File: src/rtl/rvsteel_irq_controller_pkg.sv
// rvsteel_irq_controller_pkg
// Shared definitions for the interrupt controller: register selectors,
// byte offsets, source-count limit, bus FSM states and a byte-mask helper.
package rvsteel_irq_controller_pkg;

  localparam int unsigned MAX_SOURCES = 31;

  localparam logic [3:0] OFFSET_PENDING    = 4'h0;
  localparam logic [3:0] OFFSET_ENABLE     = 4'h4;
  localparam logic [3:0] OFFSET_CLAIM      = 4'h8;
  localparam logic [3:0] OFFSET_IN_SERVICE = 4'hC;

  // Register selector taken from rw_address[3:2]
  typedef enum logic [1:0] {
    REG_PENDING    = OFFSET_PENDING[3:2],
    REG_ENABLE     = OFFSET_ENABLE[3:2],
    REG_CLAIM      = OFFSET_CLAIM[3:2],
    REG_IN_SERVICE = OFFSET_IN_SERVICE[3:2]
  } reg_sel_t;

  typedef enum logic {
    BUS_IDLE = 1'b0,
    BUS_RESP = 1'b1
  } bus_state_t;

  function automatic logic [31:0] byte_mask(input logic [3:0] strobe);
    return {{8{strobe[3]}}, {8{strobe[2]}}, {8{strobe[1]}}, {8{strobe[0]}}};
  endfunction

endpackage

File: src/rtl/rvsteel_irq_gateway.sv
// rvsteel_irq_gateway
// Per-source front end: optional 2-flop synchroniser, rising-edge detector
// with a sticky pending flop (edge mode) or pass-through level (level mode).
// Macro: RVSTEEL_IRQ_CONTROLLER_SYNC_EN adds the synchroniser.
// Ports:
//   clock, reset   system clock, async active-high reset
//   src            raw interrupt line
//   edge_mode      1 = rising-edge triggered, 0 = level triggered
//   clear          write-1-to-clear from the PENDING register (edge only)
//   claim_clear    clear on claim (edge only)
//   pending        pending state seen by the controller
module rvsteel_irq_gateway (
  input  logic clock,
  input  logic reset,
  input  logic src,
  input  logic edge_mode,
  input  logic clear,
  input  logic claim_clear,
  output logic pending
);

  logic src_s;

`ifdef RVSTEEL_IRQ_CONTROLLER_SYNC_EN
  logic [1:0] sync_q;

  always_ff @(posedge clock or posedge reset) begin
    if (reset) sync_q <= '0;
    else       sync_q <= {sync_q[0], src};
  end

  assign src_s = sync_q[1];
`else
  assign src_s = src;
`endif

  logic hist_q;
  logic edge_q;

  // A new edge takes priority over a same-cycle clear
  always_ff @(posedge clock or posedge reset) begin
    if (reset) begin
      hist_q <= 1'b0;
      edge_q <= 1'b0;
    end else begin
      hist_q <= src_s;
      if (src_s && !hist_q)          edge_q <= 1'b1;
      else if (clear || claim_clear) edge_q <= 1'b0;
    end
  end

  assign pending = edge_mode ? edge_q : src_s;

endmodule

File: src/rtl/rvsteel_irq_controller.sv
// rvsteel_irq_controller
// Bus-attached interrupt controller with per-source enable, pending,
// level/edge mode and claim/complete. Registers (rw_address[3:2]):
//   0x0 PENDING (W1C for edge sources), 0x4 ENABLE, 0x8 CLAIM/COMPLETE,
//   0xC IN_SERVICE (read-only).
// Macro: RVSTEEL_IRQ_CONTROLLER_SYNC_EN enables input synchronisers.
// Ports:
//   clock, reset                    system clock, async active-high reset
//   rw_address, write_data,
//   write_strobe                    bus address / data / byte enables
//   read_request, write_request     bus strobes
//   read_data, read_response,
//   write_response                  bus responses, one cycle after request
//   irq_src                         interrupt lines, bit i = source ID i+1
//   irq                             registered request to core
//   irq_response                    trap-taken pulse (accepted, unused)
module rvsteel_irq_controller
  import rvsteel_irq_controller_pkg::*;
#(
  parameter int unsigned NUM_SOURCES = 16,
  parameter logic [31:0] EDGE_MASK   = 32'h0000_0000
) (
  input  logic                   clock,
  input  logic                   reset,
  input  logic [31:0]            rw_address,
  output logic [31:0]            read_data,
  input  logic                   read_request,
  output logic                   read_response,
  input  logic [31:0]            write_data,
  input  logic [3:0]             write_strobe,
  input  logic                   write_request,
  output logic                   write_response,
  input  logic [NUM_SOURCES-1:0] irq_src,
  output logic                   irq,
  input  logic                   irq_response
);

  localparam int unsigned N = NUM_SOURCES;

  bus_state_t     state_q, state_d;
  logic           rd_q, wr_q;
  reg_sel_t       sel_q;
  logic [31:0]    wdata_q, wmask_q;

  logic [N-1:0]   pending, enable_q, in_service_q;
  logic [N-1:0]   active, claim_vec, clear_vec, complete_vec;
  logic [5:0]     claim_id;
  logic [31:0]    reg_value, complete_val;
  logic           resp, do_read, do_write;

  logic unused;
  assign unused = ^{rw_address[31:4], rw_address[1:0], irq_response};

  // Bus FSM
  always_ff @(posedge clock or posedge reset) begin
    if (reset) state_q <= BUS_IDLE;
    else       state_q <= state_d;
  end

  always_comb begin
    state_d = BUS_IDLE;
    if (read_request || write_request) state_d = BUS_RESP;
  end

  always_ff @(posedge clock or posedge reset) begin
    if (reset) begin
      rd_q    <= 1'b0;
      wr_q    <= 1'b0;
      sel_q   <= REG_PENDING;
      wdata_q <= '0;
      wmask_q <= '0;
    end else if (read_request || write_request) begin
      rd_q    <= read_request;
      wr_q    <= write_request;
      sel_q   <= reg_sel_t'(rw_address[3:2]);
      wdata_q <= write_data;
      wmask_q <= byte_mask(write_strobe);
    end
  end

  assign resp           = (state_q == BUS_RESP);
  assign read_response  = resp && rd_q;
  assign write_response = resp && wr_q;
  // A read that coincides with a write returns 0 and has no claim effect
  assign do_read        = read_response && !wr_q;
  assign do_write       = write_response;

  // Gateways
  for (genvar g = 0; g < N; g++) begin : g_src
    rvsteel_irq_gateway u_gateway (
      .clock       (clock),
      .reset       (reset),
      .src         (irq_src[g]),
      .edge_mode   (EDGE_MASK[g]),
      .clear       (clear_vec[g]),
      .claim_clear (claim_vec[g]),
      .pending     (pending[g])
    );
  end

  assign active = pending & enable_q & ~in_service_q;

  // Lowest index wins: scan from the top so lower indices overwrite
  always_comb begin
    claim_id = '0;
    for (int unsigned i = N; i > 0; i--) begin
      if (active[i-1]) claim_id = 6'(i);
    end
  end

  always_comb begin
    reg_value = '0;
    case (sel_q)
      REG_PENDING:    reg_value[N-1:0] = pending;
      REG_ENABLE:     reg_value[N-1:0] = enable_q;
      REG_CLAIM:      reg_value[5:0]   = claim_id;
      REG_IN_SERVICE: reg_value[N-1:0] = in_service_q;
      default:        reg_value        = '0;
    endcase
  end

  assign read_data    = do_read ? reg_value : '0;
  assign complete_val = wdata_q & wmask_q;

  always_comb begin
    claim_vec    = '0;
    complete_vec = '0;
    clear_vec    = '0;
    if (do_write && sel_q == REG_PENDING) clear_vec = complete_val[N-1:0];
    for (int unsigned i = 0; i < N; i++) begin
      if (do_read && sel_q == REG_CLAIM && claim_id == 6'(i + 1))
        claim_vec[i] = 1'b1;
      if (do_write && sel_q == REG_CLAIM && complete_val == 32'(i + 1))
        complete_vec[i] = 1'b1;
    end
  end

  always_ff @(posedge clock or posedge reset) begin
    if (reset) begin
      enable_q     <= '0;
      in_service_q <= '0;
      irq          <= 1'b0;
    end else begin
      if (do_write && sel_q == REG_ENABLE)
        enable_q <= (enable_q & ~wmask_q[N-1:0]) | (wdata_q[N-1:0] & wmask_q[N-1:0]);
      in_service_q <= (in_service_q & ~complete_vec) | claim_vec;
      irq          <= |active;
    end
  end

endmodule
File: config.mk
export PLATFORM = sky130hd
export DESIGN_NAME = rvsteel_irq_controller
export DESIGN_NICKNAME = d
export VERILOG_FILES = /design/src/rtl/rvsteel_irq_controller_pkg.sv /design/src/rtl/rvsteel_irq_gateway.sv /design/src/rtl/rvsteel_irq_controller.sv
export SDC_FILE = /design/constraint.sdc
export NUM_CORES = 1
export LEC_CHECK = 0
export ABC_AREA = 1
export CAP_MARGIN = 20
export CORE_ASPECT_RATIO = 1.4
export CORE_UTILIZATION = 47
export DETAILED_ROUTE_END_ITERATION = 16
export PLACE_DENSITY = 0.86
export SLEW_MARGIN = 5
export SYNTH_ARGS = -nofsm -noshare
export SYNTH_HDL_FRONTEND = slang
export SYNTH_SLANG_ARGS = --single-unit
File: constraint.sdc
create_clock -name clock -period 3 [get_ports clock]
set_clock_uncertainty 0.1 [all_clocks]
set_input_delay 0.3 -clock clock [delete_from_list [all_inputs] [get_ports clock]]
set_output_delay 0.3 -clock clock [all_outputs]
set_load 0.1 [all_outputs]
==> impl_metrics.yaml, run 1 <==
status:
  outcome: "finished, final reports clean"
final_layout:
  syn2layout_area_growth_pct: 32.83
  fillers: 672
  nNetsFinal: 708
  final_common_cell: "nand2_1"
  diodes: 0
  layout-drive-gt1-share_pct: 15.06
  register_area_um2: 1852
  final_cells: 726
  multiInputGateArea_um2: 1812
  mostFrequentLayoutCells: "nand2_1, dfrtp_1, inv_1, clkdlybuf4s50_1, o21ai_1"
cts:
  postCtsSetupRepairBufs: 0
  htree_num_levels: 3
  numCtsBuffers: 9
  clkTransAtPathRegs_ns: 0.06
  cts.repair.resized: 0
  root_buffer: "clkbuf_16"
  holdBufCountCts: 0
  clock_sinks: 74
  clk_latency_ns: 0.32
  cts_tree: "built"
  clk_path_buf_depth: 2
grt:
  antenna_found_initial: 0
  grt_max_degree: 47
  grt_pass1_wl_um: 17000
  grt_pass1_vias: 3740
  grtUsageTotal_pct: 24.47
  overflow: 0
power:
  comb_power_share_pct: 23.1
  p_sw_uw: 935.3
  p_leak_nw: 2.558
  power.internal_mw: 2.074
  swShare_pct: 31.08
  pwr-share-seq_pct: 40.3
  vdd.ir_drop.worst_uv: 421.5
  p_per_area_nw_per_um2: 558.7
  pwr-share-clk_pct: 36.6
synth:
  yosys_warnings: 0
  synth_top_cell_by_area: "dfrtp_1"
  synthCells: 540
  yosys_register_bits: 74
  synth.cell_area_um2: 4055
  synth_area_per_cell_um2: 7.510
  yosysSeqAreaShare_pct: 45.66
  synth.area.top_cells: "dfrtp_1, nand2_1, inv_1, o21ai_1, o21ai_0"
  ys_types: 34
  synth_top_area_share_pct: 45.66
placed_design:
  dp.cells: 710
  place_hpwl_um: 7795
  gp_congestion: 0.9184
  io_buffers: 76
critical_path:
  worst_r2r_endpoint: "in_service_q[6]"
  crit_start: "irq_src[13]"
  crit_chain: "clkdlybuf4s50_1, nand3_1, o21ai_1, nor2_1, nor3_2, nor2_1, nor2_4, nand2_1, a221oi_2, buf_12"
  reg2reg_from: "wdata_q[31]"
  crit_required_ns: 2.60
  rr_worst_depth: 6
  crit_fanout: 3
  worst_setup_path_start_kind: "input pin"
  critical_path_class: "in -> out"
  reg2reg_slack_ns: 0.86
  crit_top_cell: "nor2_1"
  slowest_stage: "clkdlybuf4s50_1"
  slowest_delay_ns: 0.50
  crit_end: "read_data[2]"
  critPathCaptureType: "primary output"
  cp.arrival_ns: 2.27
die:
  coreArea_um2: 8247
  fp.dieArea_um2: 9009
  rows: 39
  top_level_ports: 124
  start_util_pct: 49.17
  die_height_um: 111.9
  die_width_um: 80.51
timing:
  final-setup-viol-count: 0
  fmax_ghz: 0.3740
  fin_setup_tns_ns: 0
  hold_viol_final: 0
  tightestPinTransition_ns: 0.6165
  final_max_slew_viol_count: 0
  period_share_pct: 89.14
  max_slew_margin_pct: 58.84
  rsz0062_at_grt: "no"
  period_minus_slack_ns: 2.674
routing:
  drc: 0
  wl_per_cell_um: 13.96
  drtIter0Drc: 341
  ant_nets: 0
  wirelength_um: 10130
  vias: 3790
  avgViaCountPerCell: 5.220
  first_pass_iters: 5
run:
  cap_violations: 0
min_path:
  worstHoldPathType: "in -> async"
how the worst min path moves through the flow:
stage | startpoint | end | cells past startpoint | slack (ns)
floorplan | read_request | rd_q | 1 | 0.29
global placement | wdata_q[26] | wdata_q[26] | 2 | 0.36
detailed placement | wdata_q[29] | wdata_q[29] | 2 | 0.37
CTS | reset | async pin | 2 | 0.30
global route | reset | wdata_q[15] | 2 | 0.34
finish | reset | wdata_q[8] | 2 | 0.28
Yosys cell counts (all sizes together):
| master | count |
|---|---|
| nand2 | 208 |
| a21o | 1 |
| nor2 | 36 |
| o211ai | 5 |
| clkbuf | 9 |
| a221oi | 8 |
| dfrtp | 74 |
| o41ai | 4 |
| a31oi | 1 |
| o21ai | 61 |
| o221ai | 1 |
| nand3 | 13 |
| nand4 | 6 |
| a211oi | 1 |
| nor4 | 1 |
| a21oi | 3 |
| inv | 76 |
| o32ai | 1 |
| nor3 | 9 |
| buf | 21 |
| conb | 1 |
critical path: cells and delay by family:
family,cells,cell delay [ns]
compound gates,2,0.44
buf+inv,2,0.72
simple gates,6,0.81
area by class of cell:
cell class                      count  area share [%]
Sequential cell                    74           34.38
Clock buffer                       11           4.321
Timing Repair Buffer               83           18.40
Multi-Input combinational cell    375           33.64
Clock inverter                      5           1.463
Inverter                           76           5.436
Tap cell                          102           2.369
power groups by stage:
stage	clock network, mW	registers, mW	logic [mW]
after floorplan	0	1.20	0.486
after global placement	0	1.22	0.674
after detailed placement	0	1.23	0.693
after CTS	1.11	1.21	0.698
after global routing	1.17	1.22	0.758
final	1.10	1.21	0.694
metal layers:
| layer | vias up | wire length [um] | share of wire (%) | GRT usage (%) |
|---|---|---|---|---|
| met1 | 1763 | 3912 | 39 | 28.92 |
| met2 | 165 | 5302 | 52 | 42.03 |
| met4 | 0 | 385 | 3.8 | 11.55 |
| met5 | - | 0 | 0 | 0 |
| met3 | 29 | 531 | 5.2 | 4.508 |
| li1 | 1833 | - | - | - |
metrics by stage:
| stage | power (mW) | util (%) | cell area, um2 | setup WS [ns] | hold WS, ns |
|---|---|---|---|---|---|
| after floorplan | 1.685 | - | 4134 | 0.06167 | 0.2923 |
| after global placement | 1.891 | 61.54 | 5075 | 0.4051 | 0.3624 |
| after detailed placement | 1.920 | 61.54 | 5075 | 0.3647 | 0.3708 |
| after CTS | 3.023 | 65.32 | 5386 | 0.3524 | 0.3001 |
| after global routing | 3.149 | 65.32 | 5386 | 0.1698 | 0.3368 |
| final | 3.009 | 65.32 | 5386 | 0.3259 | 0.2788 |
kinds of logic (layout without fill, tap and decap cells):
group,after synthesis,after routing,synth area share [%]
buf+inv,106,175,11.60
compound gates,86,86,12.59
simple gates,273,273,30.05
other cells,1,16,0.09248
flops,74,74,45.67
Note: power is estimated with default switching activity, not from simulation.
==> run 2, diff against run 1 <==
--- a/config.mk
+++ b/config.mk
@@ -6,6 +6,7 @@
 export NUM_CORES = 1
 export LEC_CHECK = 0
 export ABC_AREA = 1
+export ABC_CLOCK_PERIOD_IN_PS = 2800
 export CAP_MARGIN = 20
 export CORE_ASPECT_RATIO = 1.4
 export CORE_UTILIZATION = 47
==> constraint.sdc (replaced) <==
create_clock -name clock -period 2.8 [get_ports clock]
set_clock_uncertainty 0.1 [all_clocks]
set_input_delay 0.28 -clock clock [delete_from_list [all_inputs] [get_ports clock]]
set_output_delay 0.28 -clock clock [all_outputs]
set_load 0.1 [all_outputs]
==> run 2 against run 1 <==
Net effect:
- via count about the same
- final cell count unchanged
- sequential share of layout area down 0.15 points
- largest power group unchanged
- critical path depth grew 10
- sequential power rose by 7%
- power grew 6.8%
==> impl_metrics.yaml, run 2 (same netlist as run 1, synthesis figures left out) <==
routing:
  vias: 3788
  drtIter0Drc: 241
  wirelength_um: 10440
  first_pass_iters: 7
  ant_nets: 0
  wl_per_cell_um: 14.39
  drc: 0
  avgViaCountPerCell: 5.218
critical_path:
  slowest_delay_ns: 0.51
  slowest_stage: "clkdlybuf4s50_1"
  critical_path_class: "in -> out"
  crit_start: "irq_src[14]"
  reg2reg_slack_ns: 0.66
  crit_required_ns: 2.42
  rr_worst_depth: 6
  worst_setup_path_start_kind: "input pin"
  cp.arrival_ns: 2.24
  reg2reg_from: "wdata_q[31]"
  worst_r2r_endpoint: "in_service_q[11]"
  crit_fanout: 6
  crit_end: "read_data[0]"
  critPathCaptureType: "primary output"
  crit_chain: "clkdlybuf4s50_1, nand2_2, nor2_2, nand2_1, nand2_1, nand2_1, nand2_1, nand2_1, nand2_1, nand2_1, nand2_1, nand2_1, nand2_1, nand2_1, nand2_1, nand2_2, nand2_8, nand2_2, a21oi_4, buf_12"
  crit_top_cell: "nand2_1"
die:
  die_width_um: 80.51
  fp.dieArea_um2: 9009
  coreArea_um2: 8247
  rows: 39
  die_height_um: 111.9
  top_level_ports: 124
  start_util_pct: 49.17
power:
  p_leak_nw: 2.561
  vdd.ir_drop.worst_uv: 449.5
  p_per_area_nw_per_um2: 593.8
  total_power_mw: 3.213
timing:
  final_max_slew_viol_count: 0
  final-setup-viol-count: 0
  fin_hold_ws_ns: 0.02933
  hold_viol_final: 0
  max_slew_margin_pct: 63.51
  rsz0062_at_grt: "no"
  fmax_ghz: 0.3821
  tightestPinTransition_ns: 0.5403
  period_minus_slack_ns: 2.617
  period_share_pct: 93.47
final_layout:
  diodes: 0
  fillers: 696
  mostFrequentLayoutCells: "nand2_1, dfrtp_1, inv_1, clkdlybuf4s50_1, o21ai_1"
  nNetsFinal: 708
  final_cells: 726
  layout-drive-gt1-share_pct: 15.38
  syn2layout_area_growth_pct: 33.42
  final_common_cell: "nand2_1"
grt:
  grtUsageTotal_pct: 25.36
  grt_max_degree: 74
  antenna_found_initial: 0
  grt_pass1_vias: 3847
  met3_usage_pct: 3.852
  grtUsageMet1_pct: 28.28
  overflow: 0
  top_usage_layer: "met2"
  grtUsageMet2_pct: 44.75
  grt_pass1_wl_um: 17300
placed_design:
  io_buffers: 76
  gp_congestion: 0.9154
  dp.cells: 710
  place_hpwl_um: 8017
cts:
  clkTransAtPathRegs_ns: 0.05
  postCtsSetupRepairBufs: 0
  htree_num_levels: 3
  root_buffer: "clkbuf_16"
  cts_tree: "built"
  cts.repair.resized: 0
  clk_latency_ns: 0.33
  clock_sinks: 74
  numCtsBuffers: 9
  clk_path_buf_depth: 2
  holdBufCountCts: 0
min_path:
  worstHoldPathType: "in -> async"
run:
  cap_violations: 0
status:
  outcome: "finished, final reports clean"
[run 2: area by class of cell]
cell class                      instances  area, um2  share of cell area [%]
Clock buffer                           11      252.7                   4.672
Clock inverter                          5      52.55                  0.9713
Inverter                               76      292.8                   5.412
Multi-Input combinational cell        375       1842                   34.04
Sequential cell                        74       1852                   34.23
Tap cell                              102      127.6                   2.359
Timing Repair Buffer                   83      991.0                   18.32
[run 2: routing by layer]
| layer | vias to the layer above | routed length, um | part of all wire (%) |
|---|---|---|---|
| met5 | - | 0 | 0 |
| met4 | 0 | 406 | 3.9 |
| met3 | 30 | 414 | 4.0 |
| met1 | 1787 | 4000 | 38 |
| met2 | 138 | 5622 | 54 |
| li1 | 1833 | - | - |
[run 2: worst max-delay path, delay by kind of cell]
family	cells	cell delay, ns
AOI/OAI and AO/OA	1	0.17
buffers and inverters	2	0.71
and+or+nand+nor	17	1.07
[run 2: worst min-delay path by stage]
| stage | to | cells past startpoint | slack [ns] | from |
|---|---|---|---|---|
| CTS | wdata_q[31] | 2 | 0.02 | reset |
| global route | wdata_q[31] | 2 | 0.03 | reset |
| detailed placement | wdata_q[31] | 2 | 0.37 | reset |
| global placement | wdata_q[31] | 2 | 0.36 | reset |
| floorplan | rd_q | 1 | 0.27 | read_request |
| finish | wdata_q[31] | 2 | 0.03 | reset |
[run 2: stage by stage]
stage	TNS (ns)	setup WS (ns)	utilization, %	cell area (um2)
after floorplan	-0.1183	-0.1183	-	4156
after global placement	0	0.2411	61.81	5097
after detailed placement	0	0.1589	61.81	5097
after CTS	0	0.1442	65.51	5403
after global routing	0	0.009970	65.60	5410
final	0	0.1829	65.60	5410
[run 2: report_power, final]
group | switching (mW) | total (mW) | leakage (nW) | internal (mW)
clock network | 0.421 | 1.15 | 0.151 | 0.733
logic | 0.502 | 0.755 | 1.57 | 0.252
registers | 0.110 | 1.30 | 0.844 | 1.19
